`src/rtl/apb4_nslv_pkg.sv`:
```
// Shared types and helpers for the multi-slave APB4 master.
// FSM state encoding, response codes and a constant log2 helper.
package apb4_nslv_pkg;

  typedef enum logic [1:0] {
    ST_IDLE,
    ST_SETUP,
    ST_ACCESS,
    ST_DECERR
  } state_e;

  localparam logic [1:0] RESP_OKAY   = 2'b00;
  localparam logic [1:0] RESP_SLVERR = 2'b10;
  localparam logic [1:0] RESP_DECERR = 2'b11;

  function automatic int clog2(input int v);
    int r;
    r = 0;
    for (int i = 0; i < 31; i++) begin
      if ((1 << i) < v) r = i + 1;
    end
    return r;
  endfunction

endpackage

```
`src/rtl/apb4_arb_wrr.sv`:
```
// Weighted write/read arbiter used in the APB4 master IDLE state.
// Under contention, ratio N lets N+1 writes through before one read.
module apb4_arb_wrr (
  input  logic       clk_i,
  input  logic       rst_ni,
  input  logic       en_i,
  input  logic       wr_req_i,
  input  logic       rd_req_i,
  input  logic [2:0] ratio_i,
  output logic       wr_gnt_o,
  output logic       rd_gnt_o
);

  logic [3:0] wr_cnt_q, wr_cnt_d;
  logic       rd_turn;

  // wr_cnt holds writes granted since the last read, saturating
  assign rd_turn  = wr_cnt_q > {1'b0, ratio_i};
  assign wr_gnt_o = en_i & wr_req_i & (~rd_req_i | ~rd_turn);
  assign rd_gnt_o = en_i & rd_req_i & (~wr_req_i | rd_turn);

  always_comb begin
    wr_cnt_d = wr_cnt_q;
    if (rd_gnt_o) begin
      wr_cnt_d = '0;
    end else if (wr_gnt_o && wr_cnt_q != 4'hF) begin
      wr_cnt_d = wr_cnt_q + 4'd1;
    end
  end

  always_ff @(posedge clk_i or negedge rst_ni) begin
    if (!rst_ni) wr_cnt_q <= '0;
    else         wr_cnt_q <= wr_cnt_d;
  end

endmodule

```
`src/rtl/apb4_master_nslv.sv`:
```
// APB4 master draining AXI-style address/data FIFOs onto NSLV slaves.
// One transfer in flight; decode on upper address bits, PREADY timeout.
module apb4_master_nslv
  import apb4_nslv_pkg::*;
#(
  parameter int AW   = 32,
  parameter int DW   = 32,
  parameter int NSLV = 4,
  parameter int TMO  = 256
) (
  input  logic                PCLK,
  input  logic                PRESETn,
  output logic [NSLV-1:0]     PSEL,
  output logic [AW-1:0]       PADDR,
  output logic                PENABLE,
  output logic                PWRITE,
  output logic [2:0]          PPROT,
  output logic [DW-1:0]       PWDATA,
  output logic [DW/8-1:0]     PSTRB,
  input  logic [NSLV-1:0]     PREADY,
  input  logic [NSLV*DW-1:0]  PRDATA,
  input  logic [NSLV-1:0]     PSLVERR,
  input  logic [2:0]          wr_rd_ratio,
  input  logic [AW+2:0]       wa_fifo_rdata,
  input  logic                wa_fifo_empty,
  output logic                wa_fifo_pop,
  input  logic [DW/8+DW-1:0]  wd_fifo_rdata,
  input  logic                wd_fifo_empty,
  output logic                wd_fifo_pop,
  input  logic [AW+2:0]       ra_fifo_rdata,
  input  logic                ra_fifo_empty,
  output logic                ra_fifo_pop,
  output logic [DW+1:0]       rd_fifo_wdata,
  input  logic                rd_fifo_full,
  output logic                rd_fifo_push,
  output logic [1:0]          b_fifo_wdata,
  input  logic                b_fifo_full,
  output logic                b_fifo_push
);

  localparam int SW  = clog2(NSLV);
  localparam int SWI = (SW > 0) ? SW : 1;
  localparam int TW  = (TMO > 1) ? clog2(TMO) : 1;
  localparam int SB  = DW / 8;

  state_e          state_q, state_d;
  logic [AW-1:0]   addr_q, addr_d;
  logic [2:0]      prot_q, prot_d;
  logic            wr_q, wr_d;
  logic [DW-1:0]   wdata_q, wdata_d;
  logic [SB-1:0]   strb_q, strb_d;
  logic [SWI-1:0]  idx_q, idx_d;
  logic [TW-1:0]   tmr_q, tmr_d;

  logic            idle, wr_elig, rd_elig;
  logic            wr_gnt, rd_gnt;
  logic [AW-1:0]   new_addr;
  logic [SWI-1:0]  new_idx;
  logic [NSLV-1:0] sel_oh;
  logic            rdy, err, tmo_hit;
  logic [DW-1:0]   rdat;
  logic            push;
  logic [1:0]      resp;
  logic [DW-1:0]   rsp_data;

  assign idle    = (state_q == ST_IDLE) & PRESETn;
  assign wr_elig = ~wa_fifo_empty & ~wd_fifo_empty & ~b_fifo_full;
  assign rd_elig = ~ra_fifo_empty & ~rd_fifo_full;

  apb4_arb_wrr u_arb (
    .clk_i    (PCLK),
    .rst_ni   (PRESETn),
    .en_i     (idle),
    .wr_req_i (wr_elig),
    .rd_req_i (rd_elig),
    .ratio_i  (wr_rd_ratio),
    .wr_gnt_o (wr_gnt),
    .rd_gnt_o (rd_gnt)
  );

  assign new_addr = wr_gnt ? wa_fifo_rdata[AW-1:0] : ra_fifo_rdata[AW-1:0];

  if (NSLV > 1) begin : g_dec
    assign new_idx = new_addr[AW-1 -: SWI];
  end else begin : g_dec1
    assign new_idx = '0;
  end

  always_comb begin
    rdy    = 1'b0;
    err    = 1'b0;
    rdat   = '0;
    sel_oh = '0;
    for (int i = 0; i < NSLV; i++) begin
      if (idx_q == SWI'(i)) begin
        sel_oh[i] = 1'b1;
        rdy       = PREADY[i];
        err       = PSLVERR[i];
        rdat      = PRDATA[i*DW +: DW];
      end
    end
  end

  assign tmo_hit = (TMO != 0) && (tmr_q == TW'(TMO - 1));

  always_comb begin
    state_d  = state_q;
    addr_d   = addr_q;
    prot_d   = prot_q;
    wr_d     = wr_q;
    wdata_d  = wdata_q;
    strb_d   = strb_q;
    idx_d    = idx_q;
    tmr_d    = tmr_q;
    push     = 1'b0;
    resp     = RESP_OKAY;
    rsp_data = '0;
    unique case (state_q)
      ST_IDLE: begin
        if (wr_gnt || rd_gnt) begin
          addr_d  = new_addr;
          wr_d    = wr_gnt;
          prot_d  = wr_gnt ? wa_fifo_rdata[AW +: 3] : ra_fifo_rdata[AW +: 3];
          wdata_d = wr_gnt ? wd_fifo_rdata[DW-1:0] : '0;
          strb_d  = wr_gnt ? wd_fifo_rdata[DW +: SB] : '0;
          idx_d   = new_idx;
          tmr_d   = '0;
          state_d = (32'(new_idx) < NSLV) ? ST_SETUP : ST_DECERR;
        end
      end
      ST_SETUP: begin
        tmr_d   = '0;
        state_d = ST_ACCESS;
      end
      ST_ACCESS: begin
        if (rdy) begin
          push     = 1'b1;
          resp     = err ? RESP_SLVERR : RESP_OKAY;
          rsp_data = rdat;
          state_d  = ST_IDLE;
        end else if (tmo_hit) begin
          push    = 1'b1;
          resp    = RESP_SLVERR;
          state_d = ST_IDLE;
        end else begin
          tmr_d = tmr_q + TW'(1);
        end
      end
      ST_DECERR: begin
        push    = 1'b1;
        resp    = RESP_DECERR;
        state_d = ST_IDLE;
      end
      default: state_d = ST_IDLE;
    endcase
  end

  always_ff @(posedge PCLK or negedge PRESETn) begin
    if (!PRESETn) begin
      state_q <= ST_IDLE;
      addr_q  <= '0;
      prot_q  <= '0;
      wr_q    <= 1'b0;
      wdata_q <= '0;
      strb_q  <= '0;
      idx_q   <= '0;
      tmr_q   <= '0;
    end else begin
      state_q <= state_d;
      addr_q  <= addr_d;
      prot_q  <= prot_d;
      wr_q    <= wr_d;
      wdata_q <= wdata_d;
      strb_q  <= strb_d;
      idx_q   <= idx_d;
      tmr_q   <= tmr_d;
    end
  end

  assign PSEL    = (state_q == ST_SETUP || state_q == ST_ACCESS) ? sel_oh : '0;
  assign PENABLE = (state_q == ST_ACCESS);
  assign PADDR   = addr_q;
  assign PWRITE  = wr_q;
  assign PPROT   = prot_q;
  assign PWDATA  = wdata_q;
  assign PSTRB   = strb_q;

  assign wa_fifo_pop = wr_gnt;
  assign wd_fifo_pop = wr_gnt;
  assign ra_fifo_pop = rd_gnt;

  assign b_fifo_push   = push & wr_q;
  assign b_fifo_wdata  = (push & wr_q) ? resp : 2'b00;
  assign rd_fifo_push  = push & ~wr_q;
  assign rd_fifo_wdata = (push & ~wr_q) ? {resp, rsp_data} : '0;

endmodule

```
`config.mk`:
```
export PLATFORM = sky130hd
export DESIGN_NAME = apb4_master_nslv
export DESIGN_NICKNAME = d
export VERILOG_FILES = /design/src/rtl/apb4_nslv_pkg.sv /design/src/rtl/apb4_arb_wrr.sv /design/src/rtl/apb4_master_nslv.sv
export SDC_FILE = /design/constraint.sdc
export NUM_CORES = 1
export LEC_CHECK = 0
export BUFFER_PORTS_ARGS = -buffer_cell sky130_fd_sc_hd__buf_4
export CORE_AREA = 2 2 146 148
export CTS_CLUSTER_DIAMETER = 120
export DETAILED_ROUTE_END_ITERATION = 12
export DIE_AREA = 0 0 148 150
export PLACE_DENSITY_LB_ADDON = 0.15
export SYNTH_ARGS = -nofsm -noshare
export SYNTH_HDL_FRONTEND = slang
export SYNTH_SLANG_ARGS = --single-unit
```
`constraint.sdc`:
```
create_clock -name PCLK -period 6.15 [get_ports PCLK]
set_input_delay 0.3075 -clock PCLK [delete_from_list [all_inputs] [get_ports PCLK]]
set_output_delay 0.3075 -clock PCLK [all_outputs]
set_load 0.005 [all_outputs]
```
Yosys cells after proc, flatten, opt, wreduce, memory -nomap -nowiden
Cells that the tools add are included.

storage, ports and cells
  flip-flop bits (word level) = 88
  word-level logic and storage cells = 97
  output and inout bits = 118

cells by class
  reductions and logical operators = 10
  equal/unequal tests = 12
  mux-type cells = 42
  bitwise gates (word level) = 21
  add/sub/neg operators = 2
  $lt $le $gt $ge = 1

operators by type and width
  kind                 number
  $mux 32              8
  $mux 34              1
  $mux 8               3
  $pmux 8 s3           1
  $mux 4               4
  $mux 1               14
  $mux 2               7
  $and 1x1->1          10
  $not 1->1            9
  $add 8x1->8 const B  1
  $eq 2x2->1 const B   4
  $eq 8x8->1 const B   1
  $pmux 2 s4           1
  $add 4x1->4 const B  1
  $eq 2x1->1 const B   2
  $gt 4x3->1           1
  $logic_not 2->1      2
  $ne 2x2->1 const B   2
  $ne 4x4->1 const B   1
  $pmux 2 s2           1
  $reduce_and 2->1     2
  $reduce_and 4->1     1
  $mux 3               1
  $ne 3x1->1 const B   1
  other kinds (7)      9

Depth between registers and ports, before layout
  word-level depth = 9
  mapped depth = 8

Modules after synthesis
From an unflattened synthesis, not the netlist that was laid out.

second synthesis, totals
  cells, all modules = 517
  area total of the unflattened synthesis = 5190.0 µm²

by module, submodules not included
  module            area each (µm²)  times used  cells an instance  sequential area each (µm²)
  apb4_master_nslv  4835.9           1           477                2052.0
  apb4_arb_wrr      354.1            1           40                 100.1

Worst setup path after synthesis
No wires, ideal clock.

  path type = register to output
  start point = reg u_arb.wr_cnt_q[1]
  end point = out wd_fifo_pop
  setup slack = 3.831 ns
  stages on the path, launching flop included = 8
  data arrival time = 2.011 ns
  required time = 5.843 ns
  path buffers = 3
  cells stage by stage = dfrtp_1 > ha_1 > nor2b_1 > o41ai_1 > o21a_1 > buf_2 > buf_2 > buf_4

between the ends
  cells in the longest elaborated chain, start to end = 4

ends and longest elaborated chain
  element                   RTL line                source
  start: declaration        apb4_arb_wrr.sv:14      logic [3:0] wr_cnt_q, wr_cnt_d;
  start signal: assignment  apb4_arb_wrr.sv:33      else wr_cnt_q <= wr_cnt_d;
  $gt 4x3->1                apb4_arb_wrr.sv:18      assign rd_turn = wr_cnt_q > {1'b0, ratio_i};
  $not 1->1                 apb4_arb_wrr.sv:19      assign wr_gnt_o = en_i & wr_req_i & (~rd_req_i | ~rd_turn);
  $or 1x1->1                apb4_arb_wrr.sv:19
  $and 1x1->1               apb4_arb_wrr.sv:19
  end: declaration          apb4_master_nslv.sv:29  output logic wd_fifo_pop,

No other way between the ends.

Final worst setup path
Same ends and word-level chain as after synthesis.

==> flow_summary.toml <==
[route]
wl_met2_um = 10200
met1Wirelength_um = 7260
first_pass_iters = 4
drc = 0
drtIter0Drc = 211
drt-wirelength-per-cell_um = 18.8
met3_length_um = 1790
vias_per_cell = 4.82
highest_layer = "met4"
vias = 5064
ant_nets = 0
drt-total-wl_um = 19700

[final_layout]
area_delta_synth_final_pct = 67.0
fillers = 2018
antennaDiodeCount = 0
layout.cells.non_filler = 1050
multi_input_area_um2 = 2660
seq_area_um2 = 2150
fin_nets = 1033
drive_gt1_share_pct = 55.9
fin_util_pct = 40.3

[timing]
min_period_over_period_pct = 60.4
maxSlewHeadroom_pct = 44.3
fin_crit_ps = 3720
slew_viol_final = 0
whs_ps = 169
fin_worst_skew_ps = 6.83
max_freq_mhz = 269
worstMarginPinSlew_ps = 825
hold_viol = 0
timing.setup.tns_ps = 0
setup_viol = 0
rsz0062_at_grt = "no"

[worst_setup_path]
critPathKind = "flip-flop to output port"
r2r_setup_slack_ps = 3010
r2r-end = "PWDATA[22]"
r2r_start = "u_arb.wr_cnt_q[1]"
arrival_ps = 3410
ff2ff_path_depth = 6
endpoint_kind = "output port"
crit_path_end = "wd_fifo_pop"
crit_path_max_fanout = 40
startpoint_type = "flip-flop"
cp_data_required_time_ps = 5840
startpoint = "u_arb.wr_cnt_q[1]"

[synth]
yosys.area.top_type = "dfrtp_1"
synth_cells = 418
synth_ff_type = "dfrtp_1"
ys_top_cells_by_area = "dfrtp_1, mux4_2, a221o_1"
syn_area_um2 = 4990
syn-num-nets = 681
ys_ff_latch = 86
yosysWarnings = 0
ys_seq_area_share_pct = 43.2
synth.distinct_cells = 47
synthArstFlopShare_pct = 100
synth_top_cells_by_count = "dfrtp_1, a221o_1, a22o_1"
syn_area_per_cell_um2 = 11.9
synth-edff-count = 0
yosysTopAreaCellShare_pct = 43.2
yosysMostFrequentCell = "dfrtp_1"

[clock_tree]
root_buffer = "clkbuf_16"
cts_resized = 0
numClockSinks = 86
cts_htree_levels = 3
cts_max_path_buffers = 2
clkLatencyLatePin_ps = 360
cts.clk_slew.worst_paths_ps = 70
numCtsBuffers = 9
cts_tree = "done"

[floorplanning]
coreArea_um2 = 20700
dieArea_um2 = 22200
ios = 370
fp.dieW_um = 148
initial_utilization_pct = 24.1
rows = 53
die_h_um = 150

[global_routing]
grt_pass1_vias = 5338
overflow = 0
grt_pass1_wl_um = 29200
grt_usage_pct = 16.9
antenna_found_initial = 0
grt_start_max_net_pins = 72

[place]
io_buffer_count = 369
place_inst = 1032
hpwl_um = 15100
gp_congestion = 0.791

[hold_path]
min_from = "wd_fifo_rdata[10]"
hp-class = "primary input to flip-flop"

[pwr]
total_leakage_power_nw = 4.07
total_power_mw = 3.07
p_per_area_nw_per_um2 = 369
peakVddDrop_mv = 0.169

[job]
cap_violations = 0

[run_status]
outcome = "completed"
[how the worst min path moves through the flow]
stage                   endpoint  slack [ps]  depth (start not counted)
2_1_floorplan           PADDR[0]          10                          0
3_3_place_gp   u_arb.wr_cnt_q[1]         370                          1
3_5_place_dp   u_arb.wr_cnt_q[1]         360                          1
4_1_cts               PWDATA[10]         150                          2
5_1_grt               PWDATA[14]         160                          2
6_report              PWDATA[10]         170                          2
[worst max-delay path: stages, from the launching register on]
cell and delay [ps]:
dfrtp_1 420, ha_1 320, nor2b_1 140, o41ai_1 670, o21a_2 760, buf_4 510
buf_4 190
[power breakdown]
part | switching [mW] | internal (mW)
Sequential | 0.155 | 0.798
Combinational | 0.621 | 0.940
Clock | 0.269 | 0.289
[layout by cell type (no fill, tap or decap), drive strengths merged, types with 4 or more instances in the layout]
master,instances
clkbuf,9
ha,11
nand2,20
dfrtp,86
inv,13
o211ai,10
nor2,6
buf,376
and2,35
nand3,11
mux4,34
nor3b,4
nor2b,34
a22o,36
a221o,36
nor3,4
[what timing repair did]
action | 4_1_cts | 5_1_grt
hold endpoints to repair | 39 | 0
hold buffers | 1 | 0
buffers inserted | 0 | 0
[cell type report]
class / count / area share [%]
sequential: 86 / 25.9
tap: 275 / 4.13
clock buffer: 9 / 2.70
timing repair buffer: 377 / 34.1
clock inverter: 7 / 0.916
multi-input combinational: 287 / 31.9
inverter: 9 / 0.406
[kinds of logic (layout without fill, tap and decap cells)]
family / after synthesis / in the layout / share of synthesized area (%)
simple gates: 134 / 134 / 15.6
compound gates: 104 / 104 / 18.4
flops: 86 / 86 / 43.2
buf+inv: 45 / 402 / 3.84
mux: 38 / 38 / 16.2
fa+ha+maj: 11 / 11 / 2.76
[stage by stage]
step,cell area (um2),setup slack [ps]
after CTS,8310,2380
after detailed placement,8000,2790
after global routing,8330,2230
after floorplan,4990,3830
after global placement,8000,2790
final,8330,2430
[routing by layer]
layer | track usage [%] | vias up
met1 | 19.2 | 2437
met5 | 0 | -
li1 | - | 2335
met4 | 6.48 | 0
met3 | 4.85 | 26
met2 | 30.1 | 266
[sequential cells by signal (all words and copies together), names as in the netlist]
signal and count:
PADDR 32, PWDATA 32, tmr_q 8, PSTRB 4, u_arb.wr_cnt_q 4, PPROT 3
state_q 2, PWRITE 1
No activity file was read; power rests on OpenSTA's default activity.
